### config.mk
export PLATFORM = sky130hd
export DESIGN_NAME = wb_merge_unit
export DESIGN_NICKNAME = d
export VERILOG_FILES = /design/src/rtl/wb_merge_unit.sv
export SDC_FILE = /design/constraint.sdc
export NUM_CORES = 1
export LEC_CHECK = 0
export CORE_ASPECT_RATIO = 0.6
export CORE_UTILIZATION = 50
export DETAILED_ROUTE_END_ITERATION = 6
export GPL_ROUTABILITY_DRIVEN = 0
export GPL_TIMING_DRIVEN = 0
export HOLD_SLACK_MARGIN = 0.1
export PLACE_DENSITY = 0.76
export SYNTH_ARGS = -nofsm -noshare
export SYNTH_HDL_FRONTEND = slang
export SYNTH_SLANG_ARGS = --single-unit
### constraint.sdc
create_clock -name clk -period 5.1 [get_ports clk]
set_clock_uncertainty 0.05 [all_clocks]
set_input_delay 0.51 -clock clk [delete_from_list [all_inputs] [get_ports clk]]
set_output_delay 0.51 -clock clk [all_outputs]
set_load 0.1 [all_outputs]
### src/rtl/wb_merge_unit.sv
// Write-back merge unit: buffers register-file writes from several producer
// channels in per-channel FIFOs and drains them one per cycle round-robin
// onto a single registered register-file write port.
module wb_merge_unit #(
    parameter int unsigned NUM_CH     = 2,
    parameter int unsigned FIFO_DEPTH = 4
) (
    input  logic                  clk,
    input  logic                  rst,
    input  logic                  flush_i,
    input  logic [NUM_CH-1:0]     ch_valid_i,
    output logic [NUM_CH-1:0]     ch_ready_o,
    input  logic [NUM_CH-1:0]     ch_reg_write_i,
    input  logic [5*NUM_CH-1:0]   ch_rd_addr_i,
    input  logic [2*NUM_CH-1:0]   ch_mem_to_reg_i,
    input  logic [32*NUM_CH-1:0]  ch_ex_result_i,
    input  logic [32*NUM_CH-1:0]  ch_mem_read_data_i,
    input  logic [32*NUM_CH-1:0]  ch_pc_plus_4_i,
    input  logic [3*NUM_CH-1:0]   ch_load_funct3_i,
    input  logic [2*NUM_CH-1:0]   ch_byte_off_i,
    output logic                  reg_write_o,
    output logic [4:0]            rd_addr_o,
    output logic [31:0]           write_data_o,
    output logic                  busy_o
);

    localparam int unsigned AW = (FIFO_DEPTH > 1) ? $clog2(FIFO_DEPTH) : 1;
    localparam int unsigned CW = AW + 1;
    localparam int unsigned GW = (NUM_CH > 1) ? $clog2(NUM_CH) : 1;

    // Write-back source select codes (shared with the core's defines).
    localparam logic [1:0] WB_ALU = 2'b00;
    localparam logic [1:0] WB_MEM = 2'b01;
    localparam logic [1:0] WB_PC4 = 2'b10;

    localparam logic [CW-1:0] FULL_CNT = CW'(FIFO_DEPTH);
    localparam logic [GW-1:0] LAST_CH  = GW'(NUM_CH - 1);

    // Entry layout: {rd[4:0], data[31:0]}
    logic [36:0]       fifo_mem [NUM_CH][FIFO_DEPTH];
    logic [AW-1:0]     wr_ptr_q [NUM_CH];
    logic [AW-1:0]     rd_ptr_q [NUM_CH];
    logic [CW-1:0]     count_q  [NUM_CH];
    logic [GW-1:0]     last_grant_q;

    logic [31:0]       wb_data [NUM_CH];
    logic [NUM_CH-1:0] push;
    logic [NUM_CH-1:0] pop;
    logic              grant_valid;
    logic [GW-1:0]     grant_idx;
    logic [36:0]       head;

    function automatic logic [31:0] load_ext(input logic [31:0] w, input logic [2:0] f3,
                                             input logic [1:0] off);
        logic [7:0]  b;
        logic [15:0] h;
        case (off)
            2'd0:    b = w[7:0];
            2'd1:    b = w[15:8];
            2'd2:    b = w[23:16];
            default: b = w[31:24];
        endcase
        h = off[1] ? w[31:16] : w[15:0];
        case (f3)
            3'b000:  load_ext = {{24{b[7]}}, b};
            3'b100:  load_ext = {24'd0, b};
            3'b001:  load_ext = {{16{h[15]}}, h};
            3'b101:  load_ext = {16'd0, h};
            default: load_ext = w;
        endcase
    endfunction

    // Ready and busy come only from registered counts.
    always_comb begin
        busy_o = 1'b0;
        for (int k = 0; k < NUM_CH; k++) begin
            ch_ready_o[k] = (count_q[k] != FULL_CNT);
            if (count_q[k] != '0) busy_o = 1'b1;
        end
    end

    // Round-robin pick starting just after the last granted channel.
    always_comb begin
        logic [GW-1:0] cand;
        int            c;
        grant_valid = 1'b0;
        grant_idx   = '0;
        for (int i = 0; i < NUM_CH; i++) begin
            c = int'(last_grant_q) + 1 + i;
            if (c >= int'(NUM_CH)) c = c - int'(NUM_CH);
            cand = GW'(c);
            if (!grant_valid && (count_q[cand] != '0)) begin
                grant_valid = 1'b1;
                grant_idx   = cand;
            end
        end
    end

    // Per-channel write data select and push/pop qualification.
    always_comb begin
        for (int k = 0; k < NUM_CH; k++) begin
            case (ch_mem_to_reg_i[2*k +: 2])
                WB_MEM:  wb_data[k] = load_ext(ch_mem_read_data_i[32*k +: 32],
                                               ch_load_funct3_i[3*k +: 3],
                                               ch_byte_off_i[2*k +: 2]);
                WB_PC4:  wb_data[k] = ch_pc_plus_4_i[32*k +: 32];
                WB_ALU:  wb_data[k] = ch_ex_result_i[32*k +: 32];
                default: wb_data[k] = ch_ex_result_i[32*k +: 32];
            endcase
            // Writes to x0 or with reg_write low are accepted but dropped.
            push[k] = ch_valid_i[k] & ch_ready_o[k] & ch_reg_write_i[k] &
                      (ch_rd_addr_i[5*k +: 5] != 5'd0) & ~flush_i;
            pop[k]  = grant_valid & (grant_idx == GW'(k)) & ~flush_i;
        end
    end

    // Head entry of the granted FIFO.
    always_comb begin
        head = fifo_mem[grant_idx][rd_ptr_q[grant_idx]];
    end

    // FIFO pointers and occupancy; flush and reset empty everything.
    always_ff @(posedge clk or posedge rst) begin
        if (rst) begin
            for (int k = 0; k < NUM_CH; k++) begin
                wr_ptr_q[k] <= '0;
                rd_ptr_q[k] <= '0;
                count_q[k]  <= '0;
            end
        end else if (flush_i) begin
            for (int k = 0; k < NUM_CH; k++) begin
                wr_ptr_q[k] <= '0;
                rd_ptr_q[k] <= '0;
                count_q[k]  <= '0;
            end
        end else begin
            for (int k = 0; k < NUM_CH; k++) begin
                if (push[k]) wr_ptr_q[k] <= wr_ptr_q[k] + AW'(1);
                if (pop[k])  rd_ptr_q[k] <= rd_ptr_q[k] + AW'(1);
                count_q[k] <= count_q[k] + CW'(push[k]) - CW'(pop[k]);
            end
        end
    end

    // FIFO storage; contents are don't-care while the count says empty.
    always_ff @(posedge clk) begin
        for (int k = 0; k < NUM_CH; k++) begin
            if (push[k]) fifo_mem[k][wr_ptr_q[k]] <= {ch_rd_addr_i[5*k +: 5], wb_data[k]};
        end
    end

    // Registered write port and arbiter history.
    always_ff @(posedge clk or posedge rst) begin
        if (rst) begin
            reg_write_o  <= 1'b0;
            rd_addr_o    <= 5'd0;
            write_data_o <= 32'd0;
            last_grant_q <= LAST_CH;
        end else if (!flush_i && grant_valid) begin
            reg_write_o  <= 1'b1;
            rd_addr_o    <= head[36:32];
            write_data_o <= head[31:0];
            last_grant_q <= grant_idx;
        end else begin
            reg_write_o  <= 1'b0;
        end
    end

endmodule

==> results.sh <==
export IMPL_status="complete, no violations"
export IMPL_layout_common_cells="edfxtp_1, clkdlybuf4s50_1, nor2_1, mux2i_1, o21ai_0"
export IMPL_synth_warnings=0
export IMPL_yosysTopAreaCellShare_pct=55.9
export IMPL_post_route_drc_count=0
export IMPL_met1_usage_pct=39.7
export IMPL_ant_nets=0
export IMPL_syn_nets=1524
export IMPL_synth_cell_types=47
export IMPL_synth_edf_count=296
export IMPL_cp_start_kind="flop"
export IMPL_timing_fmax_mhz=267
export IMPL_critical_path_required_ns=4.54
export IMPL_fin_nets=1826
export IMPL_cts_root_buf="clkbuf_16"
export IMPL_min_path_type="in2async"
export IMPL_clkTransAtPathRegs_ns=0.07
export IMPL_syn_cell_area_sq_um=15900
export IMPL_synth_avg_cell_area_sq_um=12.4
export IMPL_setup_viol=0
export IMPL_powerDensity_nw_per_um2=494
export IMPL_async_flop_share_pct=15.2
export IMPL_via_per_inst=5.84
export IMPL_start_util_pct=50.9
export IMPL_grt_setup_unrepaired="false"
export IMPL_vias=11800
export IMPL_antenna_cells=0
export IMPL_critPathMaxFanout=6
export IMPL_synthFlopType="edfxtp_1"
export IMPL_grt_max_degree=39
export IMPL_clk_latency_ns=0.57
export IMPL_netlist_top_cells_area="edfxtp_1, mux2i_1, dfrtp_1, nor2_1, o21ai_0"
export IMPL_fin_tns_setup_ns=0
export IMPL_chipWidth_um=232
export IMPL_cpPeakStageDelay_ns=1.03
export IMPL_syn_inst=1283
export IMPL_die_area_sq_um=32500
export IMPL_grt_met3_usage_pct=6.76
export IMPL_cts_max_path_buffers=3
export IMPL_grt_total_usage_pct=27.4
export IMPL_dr_first_iter_drc_count=1288
export IMPL_first_pass_iters=5
export IMPL_dieHeight_um=140
export IMPL_fillers=2305
export IMPL_routed_wl_um=44600
export IMPL_core_sq_um=31200
export IMPL_synth_seq_area_share_pct=64.3
export IMPL_antenna_found_initial=1
export IMPL_max_vdd_ir_drop_mv=0.669
export IMPL_h_tree_depth=1
export IMPL_ios=264
export IMPL_maxCapViolCount=0
export IMPL_grt_overflow_total=0
export IMPL_post_cts_buffers=0
export IMPL_crit_chain="or3_4, or4_2, clkdlybuf4s50_1"
export IMPL_first_global_vias=11900
export IMPL_drive_gt1_share_pct=5.97
export IMPL_cts_tree="built"
export IMPL_place_hpwl_um=33100
export IMPL_place_port_buffers=261
export IMPL_end_kind="output pin"
export IMPL_use_met2_pct=42.4
export IMPL_slew_headroom_pct=31.5
export IMPL_final_util_pct=64.9
export IMPL_numCtsBuffers=30
export IMPL_fin_crit_sh_pct=73.3
export IMPL_worst_pin_slew_ns=1.03
export IMPL_cts_hold_buf=0
export IMPL_slew_violations=0
export IMPL_yosys_register_bits=349
export IMPL_grt_pass1_wl_um=67200
export IMPL_slowest_stage="clkdlybuf4s50_1"
export IMPL_final_common_cell="edfxtp_1"
export IMPL_design_area_sq_um=20300
export IMPL_p_leak_nw=7.05
export IMPL_cp_arrival_ns=3.18
export IMPL_syn2layout_area_growth_pct=27.4
export IMPL_dpl_cell_area_sq_um=19200
export IMPL_worstSetupPathType="reg2out"
export IMPL_cts_sinks=349
export IMPL_grt_busiest_layer="met2"
export IMPL_period_minus_slack_ns=3.74
export IMPL_wl_per_cell_um=22.0
export IMPL_cts_resized_gates=0
export IMPL_placementRows=50
export IMPL_hold_viol_final=0
export IMPL_yosys_area_top_type="edfxtp_1"
cells by family (layout without fill, tap and decap cells):
group                      count (synthesis)  after routing  share of synthesized area (%)
muxes                                    171            171                           11.0
buffers and inverters                    114            440                           2.87
AOI/OAI and AO/OA                        256            256                           10.2
and+or+nand+nor                          365            365                           9.57
adders and majority gates                 18             18                           1.51
xor gates and xnor gates                  10             10                          0.551
DFF                                      349            349                           64.3
worst max-delay path: cells and delay by family (launching register included):
kind                   cells  cell delay, ns
AND/OR/NAND/NOR            2            1.16
flip-flops                 1            0.42
buffers and inverters      1            1.03
stage by stage:
| step | std cells | setup WS [ns] | power, mW | hold WS (ns) |
|---|---|---|---|---|
| 5_1_grt | 2025 | 1.36 | 10.4 | 0.223 |
| 3_5_place_dp | 1969 | 1.46 | 7.61 | 0.431 |
| 6_report | 2025 | 1.36 | 10.0 | 0.192 |
| 4_1_cts | 2025 | 1.40 | 10.0 | 0.187 |
| 2_1_floorplan | 1283 | 2.06 | 6.36 | 0.444 |
| 3_3_place_gp | 1960 | 1.19 | 7.52 | 0.429 |
Yosys cell counts (all sizes together) (3+ instances only):
| master | number |
|---|---|
| a21oi | 37 |
| a221o | 9 |
| a221oi | 7 |
| a22oi | 32 |
| a2bb2oi | 8 |
| a31oi | 15 |
| and2 | 3 |
| and3 | 8 |
| buf | 24 |
| clkbuf | 58 |
| clkinv | 4 |
| dfrtp | 52 |
| edfxtp | 296 |
| ha | 16 |
| inv | 28 |
| mux2 | 9 |
| mux2i | 160 |
| nand2 | 70 |
| nand3 | 39 |
| nor2 | 213 |
| nor2b | 10 |
| nor3 | 15 |
| o211ai | 7 |
| o21ai | 110 |
| o21bai | 7 |
| o221ai | 15 |
| or4 | 3 |
| xnor2 | 6 |
| xor2 | 4 |
path summary, 6_finish.rpt:
kind / start / endpoint / slack [ns] / depth (start not counted)
max reg2reg: count_q[4] / count_q[5] / 1.75 / 13
max in group asynchronous: rst / last_grant_q / 4.21 / 3
min in group clk: rd_addr_o[1] / rd_addr_o[1] / 0.45 / 2
min reg2reg: rd_addr_o[1] / rd_addr_o[1] / 0.45 / 2
min: rst / rd_addr_o[0] / 0.19 / 2
max: count_q[0] / busy_o / 1.36 / 3
state kept, by name, summed over array words and instances, names as in the netlist:
| signal | cells |
|---|---|
| reg_write_o | 1 |
| write_data_o | 32 |
| rd_ptr_q | 4 |
| last_grant_q | 1 |
| count_q | 6 |
| rd_addr_o | 5 |
| fifo_mem | 296 |
| wr_ptr_q | 4 |
layout make-up:
cell class,instances,area [sq um],share of cell area [%]
plain buffers,82,337,1.66
inverters,32,120,0.593
flip-flops and latches,349,10200,50.4
well taps,416,520,2.57
clock inverters,15,166,0.822
repair buffers,270,2790,13.8
clock buffers,41,863,4.26
multi-input cells,820,5240,25.9
where the power goes:
group	switching, mW	leakage, nW	internal (mW)	total (mW)
clock network	0.997	0.507	1.38	2.38
registers	0.191	3.36	3.40	3.59
logic	2.81	3.18	1.23	4.05
metal layers:
metal | wire length [um] | part of all wire (%)
met5 | 0 | 0
met4 | 632 | 1.4
met3 | 4540 | 10
met2 | 20500 | 46
met1 | 19000 | 43
Power figures use the tool's default switching activity.
